==> src/rtl/seg7_pkg.sv <==
// Shared types and the hex segment table for the seven-segment scan controller.
package seg7_pkg;

  typedef enum logic {
    BLANK = 1'b0,
    DRIVE = 1'b1
  } scan_state_t;

  localparam logic [6:0] SEG_OFF = 7'h7F;
  localparam logic [7:0] AN_OFF  = 8'hFF;

  // Active-low {g,f,e,d,c,b,a} pattern for one hex digit.
  function automatic logic [6:0] hex_to_seg(input logic [3:0] nib);
    logic [6:0] seg;
    case (nib)
      4'h0: seg = 7'h40;
      4'h1: seg = 7'h79;
      4'h2: seg = 7'h24;
      4'h3: seg = 7'h30;
      4'h4: seg = 7'h19;
      4'h5: seg = 7'h12;
      4'h6: seg = 7'h02;
      4'h7: seg = 7'h78;
      4'h8: seg = 7'h00;
      4'h9: seg = 7'h10;
      4'hA: seg = 7'h08;
      4'hB: seg = 7'h03;
      4'hC: seg = 7'h46;
      4'hD: seg = 7'h21;
      4'hE: seg = 7'h06;
      default: seg = 7'h0E;
    endcase
    return seg;
  endfunction

endpackage

==> src/rtl/seg7_hex_decoder.sv <==
// Combinational nibble to active-low segment pattern.
module seg7_hex_decoder
  import seg7_pkg::*;
(
  input  logic [3:0] nibble,
  output logic [6:0] seg
);

  assign seg = hex_to_seg(nibble);

endmodule

==> src/rtl/seg7_scan_controller.sv <==
// Scans a double-buffered 32-bit hex value across an 8-digit common-anode display.
//  state | meaning
//  BLANK | all anodes off between digit slots (anti-ghosting gap)
//  DRIVE | digit idx owns the segment lines
module seg7_scan_controller
  import seg7_pkg::*;
#(
  parameter int TICKS_PER_DIGIT = 100000,
  parameter int BLANK_TICKS     = 1000
) (
  input  logic        clk_100,
  input  logic        reset,
  input  logic        wr_en,
  input  logic [31:0] wr_data,
  input  logic [7:0]  wr_dp,
  input  logic        blank_lz,
  output logic        frame_done,
  output logic        CA,
  output logic        CB,
  output logic        CC,
  output logic        CD,
  output logic        CE,
  output logic        CF,
  output logic        CG,
  output logic        DP,
  output logic [7:0]  AN
);

  localparam int CNT_MAX = (TICKS_PER_DIGIT > BLANK_TICKS) ? TICKS_PER_DIGIT : BLANK_TICKS;
  localparam int CW      = $clog2(CNT_MAX);
  localparam logic [CW-1:0] DRIVE_LAST = CW'(TICKS_PER_DIGIT - 1);
  localparam logic [CW-1:0] BLANK_LAST = CW'(BLANK_TICKS - 1);

  scan_state_t state_q, state_d;
  logic [2:0]    idx_q, idx_d;
  logic [CW-1:0] cnt_q, cnt_d;
  logic [31:0]   disp_q, disp_d;
  logic [7:0]    dp_q, dp_d;
  logic [31:0]   pend_data_q, pend_data_d;
  logic [7:0]    pend_dp_q, pend_dp_d;
  logic          pend_valid_q, pend_valid_d;
  logic [7:0]    an_q, an_d;
  logic [6:0]    seg_q, seg_d;
  logic          dpo_q, dpo_d;
  logic          fd_q, fd_d;
  logic          boundary;

  always_ff @(posedge clk_100) begin
    if (reset) begin
      state_q      <= BLANK;
      idx_q        <= 3'd0;
      cnt_q        <= '0;
      disp_q       <= 32'h0;
      dp_q         <= 8'h0;
      pend_data_q  <= 32'h0;
      pend_dp_q    <= 8'h0;
      pend_valid_q <= 1'b0;
      an_q         <= AN_OFF;
      seg_q        <= SEG_OFF;
      dpo_q        <= 1'b1;
      fd_q         <= 1'b0;
    end else begin
      state_q      <= state_d;
      idx_q        <= idx_d;
      cnt_q        <= cnt_d;
      disp_q       <= disp_d;
      dp_q         <= dp_d;
      pend_data_q  <= pend_data_d;
      pend_dp_q    <= pend_dp_d;
      pend_valid_q <= pend_valid_d;
      an_q         <= an_d;
      seg_q        <= seg_d;
      dpo_q        <= dpo_d;
      fd_q         <= fd_d;
    end
  end

  always_comb begin
    state_d      = state_q;
    idx_d        = idx_q;
    cnt_d        = cnt_q;
    disp_d       = disp_q;
    dp_d         = dp_q;
    pend_data_d  = pend_data_q;
    pend_dp_d    = pend_dp_q;
    pend_valid_d = pend_valid_q;
    boundary     = 1'b0;

    case (state_q)
      BLANK: begin
        if (cnt_q == BLANK_LAST) begin
          state_d = DRIVE;
          cnt_d   = '0;
        end else begin
          cnt_d = cnt_q + 1'b1;
        end
      end
      DRIVE: begin
        if (cnt_q == DRIVE_LAST) begin
          state_d  = BLANK;
          cnt_d    = '0;
          idx_d    = idx_q + 3'd1;
          boundary = (idx_q == 3'd7);
        end else begin
          cnt_d = cnt_q + 1'b1;
        end
      end
      default: state_d = BLANK;
    endcase

    // Old pending applies at the boundary before a same-edge write replaces it.
    if (boundary && pend_valid_q) begin
      disp_d       = pend_data_q;
      dp_d         = pend_dp_q;
      pend_valid_d = 1'b0;
    end
    if (wr_en) begin
      pend_data_d  = wr_data;
      pend_dp_d    = wr_dp;
      pend_valid_d = 1'b1;
    end

    fd_d = boundary;
  end

  // Outputs are decoded from next-state so they register on the entry edge.
  logic [31:0] disp_shift;
  logic [6:0]  dec_seg;
  logic        lz_blank;

  assign disp_shift = disp_d >> {idx_d, 2'b00};
  assign lz_blank   = blank_lz && (idx_d != 3'd0) && (disp_shift == 32'h0);

  seg7_hex_decoder u_dec (
    .nibble (disp_shift[3:0]),
    .seg    (dec_seg)
  );

  always_comb begin
    an_d  = AN_OFF;
    seg_d = SEG_OFF;
    dpo_d = 1'b1;
    if (state_d == DRIVE) begin
      an_d  = ~(8'h01 << idx_d);
      seg_d = lz_blank ? SEG_OFF : dec_seg;
      dpo_d = ~dp_d[idx_d];
    end
  end

  assign AN         = an_q;
  assign DP         = dpo_q;
  assign frame_done = fd_q;
  assign CA         = seg_q[0];
  assign CB         = seg_q[1];
  assign CC         = seg_q[2];
  assign CD         = seg_q[3];
  assign CE         = seg_q[4];
  assign CF         = seg_q[5];
  assign CG         = seg_q[6];

endmodule
==> config.mk <==
export PLATFORM = sky130hd
export DESIGN_NAME = seg7_scan_controller
export DESIGN_NICKNAME = d
export VERILOG_FILES = /design/src/rtl/seg7_pkg.sv /design/src/rtl/seg7_hex_decoder.sv /design/src/rtl/seg7_scan_controller.sv
export SDC_FILE = /design/constraint.sdc
export NUM_CORES = 1
export LEC_CHECK = 0
export ABC_AREA = 1
export CORE_MARGIN = 2
export CORE_UTILIZATION = 25
export CTS_CLUSTER_SIZE = 20
export DETAILED_ROUTE_END_ITERATION = 12
export PLACE_DENSITY = 0.54
export SYNTH_ARGS = -nofsm -noshare
export SYNTH_HDL_FRONTEND = slang
export SYNTH_SLANG_ARGS = --single-unit
==> constraint.sdc <==
create_clock -name clk_100 -period 3.9 [get_ports clk_100]
set_input_delay 0.78 -clock clk_100 [delete_from_list [all_inputs] [get_ports clk_100]]
set_output_delay 0.78 -clock clk_100 [all_outputs]
set_load 0.01 [all_outputs]
# After elaboration in Yosys (flattened, before gate mapping)
# Memories as Yosys holds them, arrays and structs flattened. A register that Yosys moved wholly into a read port is not among the register bits.
# Index checks and enable logic that the tools add are counted.
# op_classes
n_addsub,2
n_lt_le_gt_ge,1
eq_ne,3
shift,2
muxes,16
bitwise,4
reduce_logical,8
# ops
operator,count
two-way mux 17 bit,2
case mux 17 bit (2 select lines),1
logical NOT 32 bit,1
two-way mux 32 bit,1
>> shifter 32 x 5 -> 32 bit,1
adder 17 x 1 -> 17 bit (second input constant),1
equality test 17 x 10 -> 1 bit (second input constant),1
equality test 17 bit (second input constant),1
two-way mux 8 bit,1
NOT 8 bit,1
left shift 1 x 3 -> 8 bit (first input constant),1
two-way mux 1 bit,7
two-way mux 3 bit,2
< comparator 3 x 4 -> 1 bit (second input constant),1
adder 3 x 1 -> 3 bit (second input constant),1
binary-select mux 1 bit (select 3 bit),1
equality test 3 bit (second input constant),1
logical AND 1 bit,3
NOT 1 bit,3
nonzero test 3 bit,1
OR reduction 3 bit,1
case mux 1 bit (2 select lines),1
nonzero test 2 bit,1
OR reduction 2 bit,1
# word_totals
ff_bits,112
rom_bits,112
input_bits,44
output_inout_bits,17
elab_cells,48
mem_count,1
# mem_list
memory,depth,word_bits,read_ports,rd_clocked_by_memory_dff,write_ports,line,rtl
(no name shown),16,7,1,1,0,seg7_pkg.sv:15,case (nib)

# Logic depth before layout (Yosys ltp)
# Gate-level depths: netlist of run 1.
# logic_depth
word_depth,9
ltp_mapped,25
ltp_nobuf,24

# Hierarchy
# Synthesis of run 1 repeated with hierarchy kept, for this count alone.
# hier_totals
cells_unflattened,823
area_unflattened_um2,5725.5
# modules_own_cells
module,n_inst,cells_each,area_per_inst_um2,seq_area_each_um2
seg7_scan_controller,1,774,5451.5,2382.3
seg7_hex_decoder,1,49,274.0,0.0

# Worst setup path before layout of run 1
# No wires, ideal clock.
# synth_timing
path_type,register -> register
from,reg cnt_q[0]
to,reg seg_q[5]
setup_ns,0.058
t_arrival_ns,2.780
required_ns,3.842
slack_ns,1.062
stages_incl_launch_ff,26
n_path_buf,2
synth_period_minus_slack_ns,2.838
path_cell_list,dfxtp_1 > ha_1 > nand2_1 > nor2_4 > nand3_4 > nor2_8 > nand3_4 > buf_6 > buf_6 > nand2_2 > nand2_1 > nand2_1 > nand2_1 > o21ai_1 > nand2_1 > inv_1 > ha_1 > nand2_1 > nand3b_1 > inv_1 > nand2_1 > nor2_1 > nand3_1 > nand2_1 > nand2_4 > nand2_1
# synth_between
elab_chain_cells,9
elab_cells_between_ends,18
cone_classes,eq/ne: 2; shift: 1; mux: 8; bitwise: 1; reduce/logical: 6
# synth_rtl
item,line,rtl
from (decl),seg7_scan_controller.sv:36,"logic [CW-1:0] cnt_q, cnt_d;"
from (signal assigned),seg7_scan_controller.sv:65,cnt_q <= cnt_d;
equality test 17 bit,seg7_scan_controller.sv:99,if (cnt_q == DRIVE_LAST) begin
two-way mux 1 bit,seg7_scan_controller.sv:99,
two-way mux 1 bit,seg7_scan_controller.sv:89,case (state_q)
logical AND 1 bit,seg7_scan_controller.sv:112,if (boundary && pend_valid_q) begin
two-way mux 32 bit,seg7_scan_controller.sv:112,
>> shifter 32 x 5 -> 32 bit,seg7_scan_controller.sv:131,"assign disp_shift = disp_d >> {idx_d, 2'b00};"
logical NOT 32 bit,seg7_scan_controller.sv:132,assign lz_blank = blank_lz && (idx_d != 3'd0) && (disp_shift == 32'h0);
logical AND 1 bit,seg7_scan_controller.sv:132,
OR reduction 3 bit (no line),--,
to (decl),seg7_scan_controller.sv:43,"logic [6:0] seg_q, seg_d;"
# Parallel ways exist; a longest one is shown, timed or not.
# A chain may end at the register's enable or synchronous reset.

# Worst setup path in the final report of run 1
# Same ends and word-level chain as after synthesis.

==> run metrics, run 1 <==
CP required 4.20 ns; Worst path max stage delay roughly 0.35 ns; min-delay worst type reg -> reg; EDFF count, synth 0; TritonCTS clock tree yes; Post-Syn Instances 829; initial DRC count 287; total track usage 12.8%; GRT overflow 0; antenna fix cells 0; number of setup violations in the final report 0; Worst setup SP type flip-flop; PD cells 423 mW/mm2; leakage power between 0.003 and 0.004 uW; mux contribution to synthesized area 1.37%; yosys warns 0; Synth Area in Compound Gates 9.81%; CP Capture Type flip-flop; Simple-Gate Fraction of Synth Area between 30% and 40%; Crit Path Max Fanout 18; first-pass GRT wire length 24.8 mm; ANT nets after route 0; Placer Congestion 0.877; post-CTS setup buffer count 0; XOR/XNOR share of the synthesized area about 1.0%; Via density 4.27; Worst path top cell family by delay simple AND/OR/NAND/NOR gates; post-cts sizing count 0; Max-Cap Viols 0; Post-synth ARST share 0%; Critical Path Most Common Cell nand2_1; cts hold-fix bufs 0; antenna violations before repair 0; register bit count reported by yosys 119; critical path class reg -> reg; die area 0.0246 mm2; arrival time worst endpoint 3.73 ns; Yosys cell types 42; vias in the first global route between 4000 and 5000; Post-Syn Area 0.00584 mm2; ys flop type dfxtp_1; Seq/Total Area, Yosys 40.8%; Clock Tree Buf Depth 2; Tightest Pin Transition around 0.95 ns; share of layout cells above drive strength 1 10.9%; drt wl/cell roughly 12 um; H-tree depth 4; clk_skew between 0.01 and 0.015 ns; clk_lat worst skew around 0.42 ns; clock root buffer clkbuf_16; Setup TNS Final 0 ns; adder-cell share of the synthesized area 1.71%; Inst Count DP 1178; via count between 5000 and 6000; synthesized area per cell 7.05 um2; CP cell instances ha_1, nand2_1, nor2_4, nand3_4, nor2_8, buf_4, nand2_2, nand2_2, nand3_1, a21oi_1, o21ai_1, nand2_1, inv_1, ha_1, nand2_1, nand3b_1, inv_1, nand2_1, nor2_1, nand3_1, nand2_1, nand2_4, nand2_1; Buf/Inv on CP 3; largest net degree at the start of global routing 63; fillcell total 2494; largest family of logic cells by synthesized area simple AND/OR/NAND/NOR gates; Starting Density 25.6%; Core Rows 55; area grow syn2layout 25.9%; core footprint 0.0228 mm2; Max Slew Vio Count 0; Max IR drop VDD 282 uV; Die Wd 157 um; IO Count 61; Design Power 3120 uW; RSZ-0062 raised after global routing no; Final Hold Fails 0; Die Span Y 157 um; fmax around 0.29 GHz; PortBufs 60; max_slew headroom 36.3%; Final Critical Period 3.43 ns; TritonCTS Buffers 17; Final Util 32.3%; status finished, final reports clean; DRC 0; clock-pin slew of the registers on the worst-case setup and hold paths roughly 0.060 ns; dpl hpwl ~11 mm; clk sinks between 100 and 150; Syn Nets 881; Slowest cell on crit path dfxtp_1; fin nets 936; drt first pass iters 4; WL final about 15 mm; post-route insts no fill 1210; Final Cycle Share between 80% and 90%
-- registers in the layout (all words and copies together), names as in the netlist --
name,flops
frame_done,1
state_q,1
DP,1
seg_q,7
pend_data_q,32
pend_valid_q,1
dp_q,8
cnt_q,17
pend_dp_q,8
idx_q,3
AN,8
disp_q,32
-- cell usage in the layout, fill, tap and decap left out, types with 3 or more instances in the layout --
cell / count
nor2_4: 4
o211ai_1: 3
o21ai_2: 4
nand2_4: 3
o21ai_0: 45
nand3_1: 70
nor2_1: 124
nor3_1: 9
inv_2: 10
and2_1: 3
clkdlybuf4s50_1: 59
nand4_1: 11
nor2_2: 3
clkinvlp_4: 3
nand2_1: 203
buf_4: 13
nand2_2: 12
bufinv_16: 5
ha_1: 8
nand3_2: 9
dfxtp_1: 119
xor2_1: 6
clkinv_4: 3
o21ai_1: 8
mux2i_1: 8
clkbuf_16: 17
inv_1: 75
a21oi_1: 34
-- report_power, final --
group          leakage [uW]  switching, uW  internal, uW
clock              0.000310            587          1140
sequential         0.000970           15.1          1250
combinational       0.00188           69.1          60.2
-- layer usage --
metal	track usage, %	up-vias	share of wire [%]
met1	17.5	2296	51
met3	2.80	22	3.1
li1	-	2764	-
met4	5.16	0	2.1
met5	0	-	0
met2	19.5	86	43
-- Yosys cell counts (4+ instances only) --
cell type | instances | area [um2]
o21ai_2 | 4 | 35.0
o21ai_1 | 8 | 40.0
nand3_2 | 9 | 90.1
mux2i_1 | 8 | 80.1
nor2_4 | 4 | 45.0
nor2_1 | 124 | 465
dfxtp_1 | 119 | 2380
nand4_1 | 11 | 68.8
o21ai_0 | 45 | 225
nand3_1 | 70 | 350
clkbuf_1 | 22 | 82.6
nor3_1 | 9 | 45.0
a21oi_1 | 34 | 170
inv_2 | 10 | 37.5
buf_6 | 9 | 101
ha_1 | 8 | 100
nand2_1 | 203 | 762
xor2_1 | 6 | 52.6
nand2_2 | 12 | 75.1
inv_1 | 75 | 282
-- cell type report --
cell class	instances	area, um2	share of cell area (%)
multi-input cells	586	2910	39.6
flip-flops and latches	119	2380	32.4
repair buffers	73	693	9.42
clock buffers	17	425	5.78
well taps	313	392	5.32
inverters	87	327	4.44
clock inverters	15	226	3.08
-- path summary, 6_finish.rpt --
path	end	slack, ns	from	depth (start not counted)
worst max register to register	seg_q[5]	0.47	cnt_q[0]	23
worst min-delay path	cnt_q[0]	0.45	cnt_q[0]	1
worst min register to register	cnt_q[0]	0.45	cnt_q[0]	1
worst max-delay path	seg_q[5]	0.47	cnt_q[0]	23
-- cells by family after synthesis --
family                     Yosys count
and+or+nand+nor                    461
AOI/OAI and AO/OA                  102
muxes                                8
buffers and inverters              124
DFF                                119
xor gates and xnor gates             7
adders and majority gates            8
-- stage by stage --
| stage | hold slack, ns | setup slack [ns] | area, um2 |
|---|---|---|---|
| after floorplan | 0.418 | 1.06 | 5840 |
| after global placement | 0.433 | 0.648 | 6710 |
| after detailed placement | 0.445 | 0.471 | 6710 |
| after CTS | 0.454 | 0.462 | 7360 |
| after global routing | 0.466 | 0.0350 | 7360 |
| final | 0.450 | 0.469 | 7360 |
(Power assumes the default switching activity.)
==> inputs of run 2 (changes only) <==
Settings changed: CORE_MARGIN 2 to 3.
==> run metrics, run 2 (synthesis gave the netlist of run 1 again) <==
fillcell total 2506 (+0.48%); fmax 0.288 GHz (-1.4%); H-tree depth 4 (unchanged); min-delay worst type reg -> reg; initial DRC count 304 (+5.9%); Buf/Inv on CP 2 (-1); dpl hpwl 10.8 mm (-0.83%); Net Sw Frac 21.6% (+0.024 points); first-pass GRT wire length 25.2 mm (+1.5%); Critical Path Most Common Cell nand2_1; Multi-input gate area 0.00292 mm2 (+0.43%); CP cell instances ha_1, nand3_1, nor2_1, nand3_1, nand2_1, nand2_2, nor2_1, nand2_1, nand2_1, o21ai_1, nand2_1, inv_1, ha_1, nand2_1, nand3b_1, inv_1, nand2_1, nor2_1, nand3_1, nand2_1, nand2_4, nand2_1; area grow syn2layout 23.3%; Die Span Y 159 um (+1.3%); arrival time worst endpoint 3.76 ns (+0.03 ns); Starting Density 25.6% (unchanged); TritonCTS Buffers 17 (unchanged); PD cells 380 mW/mm2 (-10%); Worst path top cell family by delay simple AND/OR/NAND/NOR gates; die area 0.0252 mm2 (+2.6%); Worst path max stage delay 0.54 ns (+0.19 ns); Core Rows 55 (unchanged); antenna violations before repair 0 (unchanged); share of layout cells above drive strength 1 10.1% (-0.80 points); largest net degree at the start of global routing 52 (-17%); TritonCTS clock tree yes; vias in the first global route 5059 (+3.7%); via count 5228 (+1.2%); status finished, final reports clean; Max IR drop VDD 268 uV (-4.9%); Setup TNS Final 0 ns (unchanged); cell internal pwr 2150 uW (-12%); antenna fix cells 0 (unchanged); clk_skew 0.0158 ns (+0.00330 ns); Reg power frac 46.3% (+5.7 points); drt first pass iters 5 (+1); global-route track usage on met3 3.26% (+0.46 points); most common cell after layout, fill and taps aside nand2_1; WL final 15.0 mm (+0.83%); core footprint 0.0228 mm2 (unchanged); Design Power 2740 uW (-12%); total track usage 12.1% (-0.72 points); Clock power frac 48.9% (-6.4 points); Tightest Pin Transition 0.942 ns (-0.0114 ns); cts hold-fix bufs 0 (unchanged); M2 GR Usage 19.4% (-0.11 points); Placer Congestion 0.823 (-6.1%); clock-pin slew of the registers on the worst-case setup and hold paths 0.05 ns (about the same); Crit Path Max Fanout 15 (-3); fin nets 933 (-0.32%); Hold Path Stages 1 (unchanged); Most Crowded Layer GR met2; Clock Tree Buf Depth 2 (unchanged); drt wl/cell 12.4 um (+1.5%); critical path class reg -> reg; Area after DPL 0.00669 mm2 (-0.26%); Max Slew Vio Count 0 (unchanged); Final Util 31.6% (-0.69 points); Max-Cap Viols 0 (unchanged); fin area 0.00720 mm2 (-2.1%); worst hold start cnt_q[0]; Largest regs disp_q x32, pend_data_q x32, cnt_q x17; IO Count 61 (unchanged); clock root buffer clkbuf_16; Crit. path cell count 22 (-4.3%); GRT overflow 0 (unchanged); DRC 0 (unchanged); CP Capture Type flip-flop; leakage power 0.00309 uW (-2.3%); Die Wd 159 um (+1.3%); ANT nets after route 0 (unchanged); RSZ-0062 raised after global routing no; clk sinks 119 (unchanged); Worst setup SP type flip-flop; Final Cycle Share 89.2% (+1.2 points); clk_lat worst skew 0.41 ns (about the same); Via density 4.35 (+1.8%); most frequent cells in the layout nand2_1 (203), nor2_1 (124), dfxtp_1 (119); CP required 4.19 ns (about the same); Worst R2R Start cnt_q[0]; number of setup violations in the final report 0 (unchanged); Final Hold Fails 0 (unchanged); reg2reg path depth 22 (-4.3%); PortBufs 60 (unchanged); sequential cell area 0.00238 mm2 (unchanged); CP Launch Point cnt_q[0]; Slowest cell on crit path nor2_1; Comb power frac 4.8% (+0.7 points); max_slew headroom 37.1% (+0.76 points); Final Critical Period 3.48 ns (+0.0471 ns); P_sw 589 uW (-12%); GRT met1 Usage 16.1% (-1.4 points)
==> run 2: cell count changes in the layout (fill, tap and decap cells not counted), sizes merged <==
cell,before,now
buf,14,10
bufinv,5,0
clkbuf,17,21
clkinv,7,8
clkinvlp,3,0
inv,87,85
nand3,81,82
==> run 2: final timing paths <==
check | to | slack (ns)
setup / recovery | seg_q[6] | 0.42
hold reg to reg | cnt_q[0] | 0.44
hold / removal | cnt_q[0] | 0.44
setup reg to reg | seg_q[6] | 0.42
==> run 2: power by group through the flow <==
stage          Sequential, uW  Combinational (uW)  Clock (uW)
3_5_place_dp             1290                 132           0
2_1_floorplan            1280                67.0           0
6_report                 1270                 130        1340
3_3_place_gp             1290                 132           0
4_1_cts                  1270                 133        1380
5_1_grt                  1270                 148        1430
==> run 2: final cells by class <==
class / count / area share [%]
repair buffers: 69 / 9.38
inverters: 87 / 4.54
flip-flops and latches: 119 / 33.1
clock inverters: 6 / 0.417
multi-input cells: 587 / 40.6
clock buffers: 21 / 6.53
well taps: 313 / 5.44
==> run 2: layer usage <==
metal,wire [um],vias to the layer above
met2,6720,102
met5,0,-
met3,637,18
met4,180,0
li1,-,2752
met1,7430,2356
==> run 2: repair_timing <==
action / CTS / global route
setup buffers: 0 / 0
resized for setup: 0 / 1
endpoints found under the setup margin: 0 / 7
==> run 2: stage by stage <==
step / cells / setup WS [ns] / hold WS, ns
2_1_floorplan: 829 / 1.06 / 0.418
3_3_place_gp: 1174 / 0.461 / 0.432
3_5_place_dp: 1174 / 0.405 / 0.442
4_1_cts: 1201 / 0.398 / 0.450
5_1_grt: 1202 / 0.00687 / 0.468
6_report: 1202 / 0.422 / 0.445
==> run 2: worst register-to-register path, stage by stage (launching register included) <==
cell and delay [ns]:
dfxtp_1 0.34, ha_1 0.19, nand3_1 0.16, nor2_1 0.15, nand3_1 0.19, nand2_1 0.12, nand2_2 0.22, nor2_1 0.54
nand2_1 0.11, nand2_1 0.09, o21ai_1 0.07, nand2_1 0.20, inv_1 0.11, ha_1 0.24, nand2_1 0.06, nand3b_1 0.09
inv_1 0.04, nand2_1 0.05, nor2_1 0.04, nand3_1 0.07, nand2_1 0.08, nand2_4 0.12, nand2_1 0.07
==> inputs of run 3 (changes only) <==
Settings changed: ABC_AREA 1 to default, PLACE_DENSITY 0.54 to 0.53.
==> run metrics, run 3 <==
ys flop type dfxtp_1; TritonCTS Buffers 17 (unchanged); vias in the first global route 5409 (+6.9%); Final Hold Fails 0 (unchanged); initial DRC count 401 (+32%); PD cells 364 mW/mm2 (-4.2%); Worst setup SP type flip-flop; Clock Tree Buf Depth 2 (unchanged); fillcell total 2581 (+3.0%); final worst slack 0.260 ns (-0.162 ns); R2R Setup Slk 0.26 ns (-0.16 ns); fin nets 868 (-7.0%); PortBufs 60 (unchanged); die area 0.0272 mm2 (+7.7%); XOR/XNOR share of the synthesized area 2.22% (+1.2 points); fmax 0.275 GHz (-4.5%); top post-synthesis cells by count dfxtp_1 (119), nor2_1 (117), nand2_1 (101); Final Cycle Share 93.3% (+4.2 points); clock root buffer clkbuf_16; WL final 19.0 mm (+27%); Post-synth ARST share 0% (unchanged); post-route insts no fill 1153 (-4.1%); antenna fix cells 0 (unchanged); Core Rows 57 (+3.6%); min-delay worst type reg -> reg; Die Wd 165 um (+3.8%); Via density 4.96 (+14%); EDFF count, synth 0 (unchanged); H-tree depth 4 (unchanged); total track usage 14.4% (+2.3 points); Inst Count DP 1119 (-4.7%); Hold WS 0.454 ns (+0.00942 ns); Post-Syn Instances 746 (-10%); Final Critical Period 3.64 ns (+0.162 ns); synth top area cells dfxtp_1 (38%), mux2i_1 (11%), nor2_1 (7.0%), nand2_1 (6.0%), a21oi_1 (3.3%); fin area 0.00810 mm2 (+12%); Tightest Pin Transition 0.852 ns (-0.0901 ns); Simple-Gate Fraction of Synth Area 22.8% (-13 points); clock-pin slew of the registers on the worst-case setup and hold paths 0.06 ns (about the same); critical path class reg -> reg; pre-CTS WS 0.0893 ns (-0.315 ns); register bit count reported by yosys 119 (unchanged); CP Capture Type flip-flop; worst hold start cnt_q[0]; share of layout cells above drive strength 1 15.6% (+5.4 points); cts hold-fix bufs 0 (unchanged); leakage power 0.00315 uW (+2.2%); clk sinks 119 (unchanged); largest family of logic cells by synthesized area simple AND/OR/NAND/NOR gates; antenna violations before repair 0 (unchanged); most frequent cells in the layout dfxtp_1 (118), nor2_1 (117), nand2_1 (100); top-count cell post-synth dfxtp_1; Max Slew Vio Count 0 (unchanged); number of setup violations in the final report 0 (unchanged); mux contribution to synthesized area 13.3% (+12 points); drt first pass iters 5 (unchanged); max_slew headroom 43.2% (+6.1 points); synthesized area per cell 8.46 um2 (+20%); DRC 0 (unchanged); largest net degree at the start of global routing 55 (+5.8%); arrival time worst endpoint 3.92 ns (+0.16 ns); clk_skew 0.00583 ns (-0.00992 ns); Placer Congestion 0.861 (+4.6%); first-pass GRT wire length 30.4 mm (+21%); TritonCTS clock tree yes; Seq/Total Area, Yosys 37.7% (-3.0 points); area grow syn2layout 28.3%; core footprint 0.0245 mm2 (+7.7%); CP required 4.18 ns (about the same); IO Count 61 (unchanged); ANT nets after route 0 (unchanged); adder-cell share of the synthesized area 1.59% (-0.13 points); area leader, netlist dfxtp_1; Final Util 33.0% (+1.4 points); Max IR drop VDD 210 uV (-22%); sequential cell area 0.00238 mm2 (about the same); Area after DPL 0.00740 mm2 (+11%); Multi-input gate area 0.00375 mm2 (+28%); status finished, final reports clean; Max-Cap Viols 0 (unchanged); yosys warns 0 (unchanged); most common cell after layout, fill and taps aside dfxtp_1; Crit Path Max Fanout 14 (-1); Yosys cell types 84 (+100%); GRT overflow 0 (unchanged); Die Span Y 165 um (+3.8%); clk_lat worst skew 0.43 ns (+0.02 ns); top cell type's share of synthesized area 37.7% (-3.0 points); drt wl/cell 16.5 um (+32%); Worst R2R Start cnt_q[13]; Largest regs disp_q x32, pend_data_q x32, cnt_q x17; via count 5723 (+9.5%); Syn Nets 798 (-9.4%); CP Launch Point cnt_q[13]; Synth Area in Compound Gates 17.8% (+8.0 points); Post-Syn Area 0.00631 mm2 (+8.0%); Starting Density 25.7% (+0.077 points); dpl hpwl 13.9 mm (+29%)
[run 3: per-stage QoR]
stage | power (uW) | TNS, ns
3_5_place_dp | 1440 | 0
3_3_place_gp | 1440 | 0
4_1_cts | 2990 | 0
5_1_grt | 3060 | -0.0193
2_1_floorplan | 1360 | 0
6_report | 2950 | 0
[run 3: critical path, stage by stage (launching register included)]
cell and delay, ns:
dfxtp_1 0.36, or4_4 0.59, or2_4 0.31, buf_4 0.22, nor2_8 0.12, buf_4 0.15
buf_4 0.20, o22ai_1 0.13, a2111oi_2 0.59, o22a_1 0.37, nand2_1 0.10, o221ai_1 0.21
o211ai_1 0.14
[run 3: path summary, 6_finish.rpt]
kind                                  to  depth (start not counted)
worst max-delay path            seg_q[0]                         12
worst min-delay path            cnt_q[0]                          1
worst max register to register  seg_q[0]                         12
worst min register to register  cnt_q[0]                          1
[run 3: cell type report]
type,instances,area share (%)
Inverter,11,0.510
Multi-Input combinational cell,565,46.3
Sequential cell,119,29.4
Clock inverter,14,1.76
Clock buffer,18,5.42
Tap cell,324,5.01
Timing Repair Buffer,102,11.5
[run 3: power by group]
part           leakage (uW)  switching, uW  internal, uW
Combinational       0.00190           58.5          75.2
Sequential         0.000969           30.5          1240
Clock              0.000282            629           910
Total               0.00315            718          2230
[run 3: cells by family (layout without fill, tap and decap cells)]
| group | after synthesis | in the layout |
|---|---|---|
| adder cells (fa/ha/maj) | 8 | 8 |
| AND/OR/NAND/NOR | 313 | 313 |
| buffers and inverters | 62 | 145 |
| multiplexers | 79 | 79 |
| flip-flops | 119 | 119 |
| AO/OA/AOI/OAI | 149 | 149 |
| XOR/XNOR | 16 | 16 |
[run 3: routing by layer]
| layer | wire [um] | track usage [%] | vias up |
|---|---|---|---|
| met1 | 8980 | 20.1 | 2702 |
| met2 | 8710 | 22.1 | 173 |
| met3 | 1010 | 3.29 | 27 |
| met5 | 0 | 0 | - |
| li1 | - | - | 2821 |
| met4 | 320 | 4.61 | 0 |
[run 3: what timing repair did]
action	4_1_cts	5_1_grt
setup endpoints to repair	0	7
resized for setup	0	22
buffers inserted	0	2
